$ cat config.mk
export PLATFORM = sky130hd
export DESIGN_NAME = int16_pipe_share_arbiter_flat
export DESIGN_NICKNAME = d
export VERILOG_FILES = /design/src/rtl/int16_pipe_share_arbiter_pkg.sv /design/src/rtl/int16_pipe_share_arbiter_if.sv /design/src/rtl/int16_pipe_tag_delay.sv /design/src/rtl/int16_pipe_share_arbiter.sv /design/src/flat_wrapper.sv
export SDC_FILE = /design/constraint.sdc
export NUM_CORES = 1
export LEC_CHECK = 0
export CAP_MARGIN = 10
export CORE_MARGIN = 2
export CORE_UTILIZATION = 33
export DETAILED_ROUTE_END_ITERATION = 12
export PLACE_DENSITY_LB_ADDON = 0.2
export SETUP_SLACK_MARGIN = 0.3
export SYNTH_ARGS = -nofsm -noshare
export SYNTH_HDL_FRONTEND = slang
export SYNTH_SLANG_ARGS = --single-unit
export TNS_END_PERCENT = 1
$ cat constraint.sdc
create_clock -name clock -period 6.1 [get_ports clock]
set_input_delay 0.61 -clock clock [delete_from_list [all_inputs] [get_ports clock]]
set_output_delay 0.61 -clock clock [all_outputs]
set_load 0.01 [all_outputs]
$ cat src/rtl/int16_pipe_share_arbiter_pkg.sv
// Shared constants and FSM encoding for the INT16 shared-pipeline arbiter.
package int16_pipe_share_arbiter_pkg;

  localparam int N_REQ_DEF   = 4;
  localparam int WIDTH_DEF   = 16;
  localparam int LATENCY_DEF = 2;
  localparam int ID_W        = $clog2(N_REQ_DEF);

  typedef enum logic [1:0] {
    ST_RUN   = 2'd0,
    ST_DRAIN = 2'd1,
    ST_DONE  = 2'd2
  } state_e;

endpackage

$ cat src/rtl/int16_pipe_share_arbiter_if.sv
// Requester, shared-unit and drain-control signals of the arbiter, bundled.
interface int16_pipe_share_arbiter_if
  import int16_pipe_share_arbiter_pkg::*;
#(
  parameter int N_REQ = N_REQ_DEF,
  parameter int WIDTH = WIDTH_DEF
);
  // Handshake: requester i transfers req_data slice i on a rising edge where
  // req_valid[i] && req_ready[i]; ready is derived from valid, so a requester
  // raises valid without waiting for ready. Responses (rsp_valid one-hot) have
  // no backpressure and must be taken in the cycle they appear.
  logic [N_REQ-1:0]       req_valid;
  logic [N_REQ*WIDTH-1:0] req_data;
  logic [N_REQ-1:0]       req_ready;
  logic [WIDTH-1:0]       unit_in;
  logic [WIDTH-1:0]       unit_out;
  logic [N_REQ-1:0]       rsp_valid;
  logic [WIDTH-1:0]       rsp_data;
  logic                   drain_req;
  logic                   drain_done;
  logic                   busy;
  state_e                 state_dbg;

  modport master (
    output req_valid, req_data, unit_out, drain_req,
    input  req_ready, unit_in, rsp_valid, rsp_data, drain_done, busy, state_dbg
  );

  modport slave (
    input  req_valid, req_data, unit_out, drain_req,
    output req_ready, unit_in, rsp_valid, rsp_data, drain_done, busy, state_dbg
  );
endinterface

$ cat src/rtl/int16_pipe_tag_delay.sv
// LATENCY-deep {vld,id} shift register that tracks which requester owns each
// operand inside the shared unit; always shifts, never stalls.
module int16_pipe_tag_delay #(
  parameter int ID_W    = 2,
  parameter int LATENCY = 2
) (
  input  logic            clock,
  input  logic            reset,
  input  logic            in_vld,
  input  logic [ID_W-1:0] in_id,
  output logic            out_vld,
  output logic [ID_W-1:0] out_id,
  output logic            busy
);

  logic [LATENCY-1:0]           vld_q, vld_d;
  logic [LATENCY-1:0][ID_W-1:0] id_q, id_d;

  always_comb begin
    vld_d    = '0;
    id_d     = '0;
    vld_d[0] = in_vld;
    id_d[0]  = in_id;
    for (int i = 1; i < LATENCY; i++) begin
      vld_d[i] = vld_q[i-1];
      id_d[i]  = id_q[i-1];
    end
  end

  always_ff @(posedge clock or posedge reset) begin
    if (reset) begin
      vld_q <= '0;
      id_q  <= '0;
    end else begin
      vld_q <= vld_d;
      id_q  <= id_d;
    end
  end

  assign out_vld = vld_q[LATENCY-1];
  assign out_id  = id_q[LATENCY-1];
  assign busy    = |vld_q;

endmodule

$ cat src/rtl/int16_pipe_share_arbiter.sv
// Round-robin sharing of one fixed-latency INT16 unit between N_REQ requesters,
// with tag-based result routing and a drain FSM for quiescing the unit.
module int16_pipe_share_arbiter
  import int16_pipe_share_arbiter_pkg::*;
#(
  parameter int N_REQ   = N_REQ_DEF,
  parameter int WIDTH   = WIDTH_DEF,
  parameter int LATENCY = LATENCY_DEF
) (
  input logic                        clock,
  input logic                        reset,
  int16_pipe_share_arbiter_if.slave  bus
);

  localparam int IDW = $clog2(N_REQ);

  state_e           state_q, state_d;
  logic             drain_done_q, drain_done_d;
  logic [IDW-1:0]   rr_ptr_q, rr_ptr_d;
  logic [IDW-1:0]   grant;
  logic             issue;
  logic [N_REQ-1:0] ready;
  logic [WIDTH-1:0] unit_in;
  logic             tag_vld;
  logic [IDW-1:0]   tag_id;
  logic             busy;

  // Reverse scan so the candidate closest to rr_ptr wins; reset gates grants
  // so nothing is offered to requesters while the block is held in reset.
  always_comb begin
    issue = 1'b0;
    grant = '0;
    if (state_q == ST_RUN && !bus.drain_req && !reset) begin
      for (int k = N_REQ - 1; k >= 0; k--) begin
        if (bus.req_valid[(int'(rr_ptr_q) + k) % N_REQ]) begin
          issue = 1'b1;
          grant = IDW'((int'(rr_ptr_q) + k) % N_REQ);
        end
      end
    end
  end

  always_comb begin
    ready    = '0;
    unit_in  = '0;
    rr_ptr_d = rr_ptr_q;
    if (issue) begin
      ready    = N_REQ'(1) << grant;
      unit_in  = bus.req_data[int'(grant)*WIDTH +: WIDTH];
      rr_ptr_d = (int'(grant) == N_REQ - 1) ? '0 : grant + IDW'(1);
    end
  end

  always_comb begin
    state_d = state_q;
    case (state_q)
      ST_RUN:   if (bus.drain_req) state_d = busy ? ST_DRAIN : ST_DONE;
      ST_DRAIN: if (!busy) state_d = ST_DONE;
      ST_DONE:  if (!bus.drain_req) state_d = ST_RUN;
      default:  state_d = ST_RUN;
    endcase
    drain_done_d = (state_d == ST_DONE);
  end

  always_ff @(posedge clock or posedge reset) begin
    if (reset) begin
      state_q      <= ST_RUN;
      drain_done_q <= 1'b0;
      rr_ptr_q     <= '0;
    end else begin
      state_q      <= state_d;
      drain_done_q <= drain_done_d;
      rr_ptr_q     <= rr_ptr_d;
    end
  end

  int16_pipe_tag_delay #(
    .ID_W    (IDW),
    .LATENCY (LATENCY)
  ) u_tag_delay (
    .clock   (clock),
    .reset   (reset),
    .in_vld  (issue),
    .in_id   (grant),
    .out_vld (tag_vld),
    .out_id  (tag_id),
    .busy    (busy)
  );

  assign bus.req_ready  = ready;
  assign bus.unit_in    = unit_in;
  assign bus.rsp_valid  = tag_vld ? (N_REQ'(1) << tag_id) : '0;
  assign bus.rsp_data   = tag_vld ? bus.unit_out : '0;
  assign bus.drain_done = drain_done_q;
  assign bus.busy       = busy;
  assign bus.state_dbg  = state_q;

endmodule

$ cat src/flat_wrapper.sv
// flat-port wrapper written by rule: the top's interface ports become plain ports
module int16_pipe_share_arbiter_flat import int16_pipe_share_arbiter_pkg::*;
#(
  parameter int N_REQ   = N_REQ_DEF,
  parameter int WIDTH   = WIDTH_DEF,
  parameter int LATENCY = LATENCY_DEF
)
  (clock, reset, bus_req_valid, bus_req_data, bus_unit_out, bus_drain_req, bus_req_ready, bus_unit_in, bus_rsp_valid, bus_rsp_data, bus_drain_done, bus_busy, bus_state_dbg);
  int16_pipe_share_arbiter_if #(.N_REQ(N_REQ), .WIDTH(WIDTH)) bus_i ();
  input logic clock;
  input logic reset;
  input wire logic [$bits(bus_i.req_valid)-1:0] bus_req_valid;
  input wire logic [$bits(bus_i.req_data)-1:0] bus_req_data;
  input wire logic [$bits(bus_i.unit_out)-1:0] bus_unit_out;
  input wire logic [$bits(bus_i.drain_req)-1:0] bus_drain_req;
  output wire logic [$bits(bus_i.req_ready)-1:0] bus_req_ready;
  output wire logic [$bits(bus_i.unit_in)-1:0] bus_unit_in;
  output wire logic [$bits(bus_i.rsp_valid)-1:0] bus_rsp_valid;
  output wire logic [$bits(bus_i.rsp_data)-1:0] bus_rsp_data;
  output wire logic [$bits(bus_i.drain_done)-1:0] bus_drain_done;
  output wire logic [$bits(bus_i.busy)-1:0] bus_busy;
  output wire logic [$bits(bus_i.state_dbg)-1:0] bus_state_dbg;
  assign bus_i.req_valid = bus_req_valid;
  assign bus_i.req_data = bus_req_data;
  assign bus_i.unit_out = bus_unit_out;
  assign bus_i.drain_req = bus_drain_req;
  assign bus_req_ready = bus_i.req_ready;
  assign bus_unit_in = bus_i.unit_in;
  assign bus_rsp_valid = bus_i.rsp_valid;
  assign bus_rsp_data = bus_i.rsp_data;
  assign bus_drain_done = bus_i.drain_done;
  assign bus_busy = bus_i.busy;
  assign bus_state_dbg = bus_i.state_dbg;
  int16_pipe_share_arbiter #(.N_REQ(N_REQ), .WIDTH(WIDTH), .LATENCY(LATENCY)) u_core (.clock(clock), .reset(reset), .bus(bus_i));
endmodule
==> flow_summary.toml, run 1 <==
[synth]
synthesis.nets = 242
synth_warnings = 0
ys_seq_area_share_pct = 20.1
yosysTopAreaCell = "dfrtp_1"
ys_ff_latch = 11
ys_types = 35
synth-simple-area-share_pct = 19.7
synth-xor-area-share_pct = 0
synth-compound-area-share_pct = 36.7
postSynthAreaPerCell_um2 = 9.06
synthAdderAreaFrac_pct = 3.66
synthTopCellsByArea = "dfrtp_1 (20%), o211ai_1 (20%), mux2i_1 (11%)"
syn_area_um2 = 1370
synth_top_family_by_area = "compound AO/OA/AOI/OAI gates"
synth_mux_area_share_pct = 12.6
synth_top_area_share_pct = 20.1
synthCells = 151

[floorplanning]
die-area_um2 = 4680
start_util_pct = 34.2
core-area_um2 = 4000
ioPinCount = 131
die_w_um = 68.4
row_count = 23
die_y_um = 68.4

[clock_network]
clock_latency_ps = 230
cts_resized = 0
cts_buffer_depth = 2
cts_setup_buffers = 0
clkSinkCount = 11
hold_buffers = 0
h-tree-depth = 1
clk_pin_slew_ps = 40
clockRootBuffer = "clkbuf_8"
cts_tree = "built"
numCtsBuffers = 3

[finish]
layout_common_cells = "clkdlybuf4s50_1 (130), o211ai_1 (36), and2_1 (18)"
finalNetCount = 366
fill_cells = 339
area_growth_pct = 97.6
drive_above_1_share_pct = 8.39
antenna_cells = 0
final_common_cell = "clkdlybuf4s50_1"

[power_and_ir_drop]
finalPower_mw = 0.358
ir_drop_mv = 0.0804
p_leak_nw = 1.02
power_density_nw_per_um2 = 132

[sta]
slew_violations = 0
hold_ws_ps = 346
timing.final.ws_setup_ps = 1980
grt_setup_unrepaired = "no"
relSlewSlack_pct = 21.6
fin_tns_setup_ps = 0
worst_slew_pin_slew_ps = 1180
fmax_mhz = 243
timing.final.crit_share_pct = 67.5
hold_violations = 0
fin_crit_ps = 4120
finClkSkew_ps = 5.18
setup_viol = 0

[detailed_routing]
vias = 1654
drc = 0
firstDrtPassIters = 4
wl_um = 4830
antenna_left = 0
drt-wirelength-per-cell_um = 14.9
drt-initial-drc-count = 57
vias_per_cell = 5.10

[global_route]
grt_use_total_pct = 20.8
antenna_found_initial = 0
first_global_vias = 1619
grt_remaining_overflow = 0
grt_first_pass_wirelength_um = 7510
grt_max_degree = 22

[flow_run]
maxCapViolCount = 0

[setup_path]
path_cells = "clkdlybuf4s50_1 > nor2b_1 > or3_4 > a21oi_2 > ha_1 > and3_1 > clkdlybuf4s50_1"
critPathMaxFanout = 20
slowest_stage = "a21oi_2"
critPathKind = "in2out"
slowest_delay_ps = 880
required_ps = 5490
cp-start-kind = "primary input"
cp_data_arrival_time_ps = 3510
crit_top_cell = "clkdlybuf4s50_1"
worstSetupEndpointType = "output pin"

[run_status]
outcome = "finished clean"

[place]
gp_congestion = 0.766
dpl_worst_slack_ps = 1940
post-dp-hpwl_um = 3990
io_buffers = 130

[hold_path]
hp-class = "reg2reg"
[area by class of cell]
type / instances / area, µm² / area share (%)
repair buffers: 130 / 1300 / 48.1
flip-flops and latches: 11 / 275 / 10.2
clock buffers: 4 / 45.0 / 1.67
well taps: 50 / 62.6 / 2.31
multi-input cells: 122 / 995 / 36.8
inverters: 7 / 26.3 / 0.971
[per-layer routing]
metal | GRT usage, % | up-vias | part of all wire, %
li1 | - | 836 | -
met1 | 25.2 | 730 | 40
met2 | 35.7 | 82 | 47
met3 | 7.40 | 6 | 11
met4 | 3.50 | 0 | 0.91
met5 | 0 | - | 0
[per-stage QoR]
step           std cells  instance area [µm²]  util, %
2_1_floorplan        151                 1370        -
3_3_place_gp         320                 2660     66.5
3_5_place_dp         320                 2660     66.5
4_1_cts              324                 2710     67.6
5_1_grt              324                 2710     67.6
6_report             324                 2710     67.6
[report_power, final]
part | internal, mW | switching [mW] | leakage (nW)
registers | 0.0807 | 0.00989 | 0.144
logic | 0.114 | 0.0836 | 0.852
clock network | 0.0455 | 0.0233 | 0.0228
total | 0.241 | 0.117 | 1.02
[final timing paths]
check / slack, ps / startpoint / to / cells after the start
max in group asynchronous: 5050 / reset / u_core.u_tag_delay.out_id[0] / 2
setup / recovery: 1980 / bus_req_valid[2] / bus_req_ready[1] / 7
min in group asynchronous: 760 / reset / u_core.bus.state_dbg[0] / 2
hold / removal: 350 / u_core.u_tag_delay.id_d[2] / u_core.u_tag_delay.out_id[0] / 0
setup reg to reg: 3310 / u_core.bus.state_dbg[1] / u_core.rr_ptr_q[1] / 5
hold reg to reg: 350 / u_core.u_tag_delay.id_d[2] / u_core.u_tag_delay.out_id[0] / 0
[kinds of logic after synthesis]
kind of cell               Yosys count
DFF                                 11
buffers and inverters               18
and+or+nand+nor                     43
adders and majority gates            4
muxes                               17
AOI/OAI and AO/OA                   58
[synth_stat cells]
cell,number
a21boi_4,1
mux2_2,1
dfrtp_1,11
mux2_1,1
a21o_1,1
nand2b_2,1
or4_4,1
nand2_1,3
buf_4,1
buf_6,3
nor2_1,8
a21oi_2,1
and3_1,6
or3_4,1
a211oi_1,2
mux2i_1,15
clkbuf_1,3
o21bai_2,1
buf_2,4
o221ai_1,1
nor3b_1,1
a21oi_1,1
and2_1,18
inv_1,5
a21oi_4,1
o211ai_1,36
o2bb2ai_1,1
nor3_1,1
inv_2,2
ha_1,4
o211ai_2,9
a221o_1,1
o21ai_0,2
nor4_4,1
nor2b_1,2
[state kept, by name (all words and copies together) (netlist names)]
signal	flops
u_core.u_tag_delay.vld_q	2
u_core.rr_ptr_q	2
u_core.bus.drain_done	1
u_core.u_tag_delay.id_d	2
u_core.u_tag_delay.out_id	2
u_core.bus.state_dbg	2
[critical path: cells and delay by family]
family / cells / cell delay (ps)
AND/OR/NAND/NOR: 3 / 730
buffers and inverters: 2 / 1000
adder cells (fa/ha/maj): 1 / 280
AO/OA/AOI/OAI: 1 / 880
(Power assumes the default switching activity.)
==> run 2, diff against run 1 <==
CORE_UTILIZATION = 31   (was 33)
clock period = 4.2 ns   (was 6.1 ns; I/O delays follow)
==> run 2 against run 1 <==
Net effect: clock-buffer cell count unchanged; non-clock buffer count increased by 3; final cell count increased by 1.5%; largest power group unchanged; total power increased by 47%; clock skew decreased by 1.6 ps; critical path depth increased by 1; worst setup slack got worse by 1300 ps; register-to-register slack got worse by 1400 ps; sequential share of layout area decreased by 0.093 points; clock power increased by 51%; first-iteration DRC count increased by 40%.
==> flow_summary.toml, run 2 (synthesis results as in run 1) <==
[global_route]
grt_first_pass_wirelength_um = 8000
grt_remaining_overflow = 0
antenna_found_initial = 0
grt_max_degree = 22
grt_use_total_pct = 20.2
first_global_vias = 1750

[power_and_ir_drop]
pwr-share-clk_pct = 19.8
comb_power_share_pct = 55.5
p_sw_mw = 0.173
sw_frac_of_total_pct = 32.9
cell_internal_pwr_mw = 0.352
p_leak_nw = 1.03
power_density_nw_per_um2 = 192
power.share.sequential_pct = 24.7
ir_drop_mv = 0.119

[detailed_routing]
vias_per_cell = 5.19
antenna_left = 0
drt-initial-drc-count = 80
drt-wirelength-per-cell_um = 15.2
drc = 0
firstDrtPassIters = 4
wl_um = 4990
vias = 1708

[finish]
final_cell_area_um2 = 2730
area_growth_pct = 99.5
finalNetCount = 369
fill_cells = 368
antenna_cells = 0
fin_cells = 329
final_common_cell = "clkdlybuf4s50_1"
layout_common_cells = "clkdlybuf4s50_1 (130), o211ai_1 (36), and2_1 (18)"
drive_above_1_share_pct = 9.39

[floorplanning]
die-area_um2 = 4960
die_w_um = 70.5
ioPinCount = 131
die_y_um = 70.5
start_util_pct = 31.9
core-area_um2 = 4290
row_count = 24

[place]
post-dp-hpwl_um = 4130
place_inst = 325
post_dp_cell_area_um2 = 2690
io_buffers = 130
gp_congestion = 0.854

[setup_path]
cp_data_arrival_time_ps = 3100
r2r_cells = 5
critPathKind = "in2out"
cp-start-kind = "primary input"
worstSetupEndpointType = "output pin"
required_ps = 3780
critPathMaxFanout = 11

[sta]
hold_violations = 0
relSlewSlack_pct = 60.6
grt_setup_unrepaired = "no"
worst_slew_pin_slew_ps = 590
finClkSkew_ps = 3.61
timing.final.crit_share_pct = 83.8
fmax_mhz = 284
fin_tns_setup_ps = 0
fin_crit_ps = 3520
slew_violations = 0
setup_viol = 0
hold_ws_ps = 347

[clock_network]
clockRootBuffer = "clkbuf_8"
cts_buffer_depth = 2
hold_buffers = 0
cts_resized = 0
numCtsBuffers = 3
clk_pin_slew_ps = 50
cts_setup_buffers = 0
cts_tree = "built"
clkSinkCount = 11
clock_latency_ps = 230
h-tree-depth = 1

[hold_path]
hp-class = "reg2reg"
hold_path_depth = 0

[run_status]
outcome = "finished clean"

[flow_run]
maxCapViolCount = 0
==> run 2: cell count changes in the layout (fill, tap and decap cells not counted) <==
cell	previous run	this run
buf_4	0	3
==> run 2: power groups by stage <==
stage	Sequential [mW]	Clock, mW	Combinational, mW
after floorplan	0.129	0	0.141
after global placement	0.131	0	0.290
after detailed placement	0.131	0	0.293
after CTS	0.130	0.107	0.293
after global routing	0.132	0.114	0.314
final	0.130	0.104	0.291
==> run 2: worst max-delay path, stage by stage <==
cell,delay [ps]
clkdlybuf4s50_1,570
nor2b_1,100
or3_4,410
a21oi_2,480
buf_4,310
o211ai_2,100
o211ai_1,140
clkdlybuf4s50_1,570
==> run 2: cell type report <==
type	count	area [µm²]	share of cell area (%)
Timing Repair Buffer	133	1320	48.5
Multi-Input combinational cell	122	995	36.4
Sequential cell	11	275	10.1
Tap cell	52	65.1	2.38
Clock buffer	4	45.0	1.65
Inverter	7	26.3	0.962
==> run 2: path summary, 6_finish.rpt <==
kind / startpoint / to / slack, ps
worst max-delay path: bus_req_valid[1] / bus_unit_in[6] / 680
worst min-delay path: u_core.u_tag_delay.id_d[3] / u_core.u_tag_delay.out_id[1] / 350
worst max register to register: u_core.bus.state_dbg[1] / u_core.rr_ptr_q[1] / 1910
worst min register to register: u_core.u_tag_delay.id_d[3] / u_core.u_tag_delay.out_id[1] / 350
max in group asynchronous: reset / u_core.u_tag_delay.id_d[3] / 3340
min in group asynchronous: reset / u_core.bus.state_dbg[0] / 570
==> run 2: layer usage <==
| layer | global-route usage (%) | wire length [µm] |
|---|---|---|
| met5 | 0 | 0 |
| met4 | 8.33 | 140 |
| met3 | 6.78 | 549 |
| met2 | 36.5 | 2470 |
| met1 | 21.2 | 1840 |
==> run 2: through the flow <==
stage	total power, mW	utilization, %	setup WS, ps
floorplan	0.270	-	1900
detailed placement	0.424	62.5	699
global route	0.560	63.6	518
finish	0.526	63.6	682
global placement	0.422	62.5	747
CTS	0.530	63.6	692
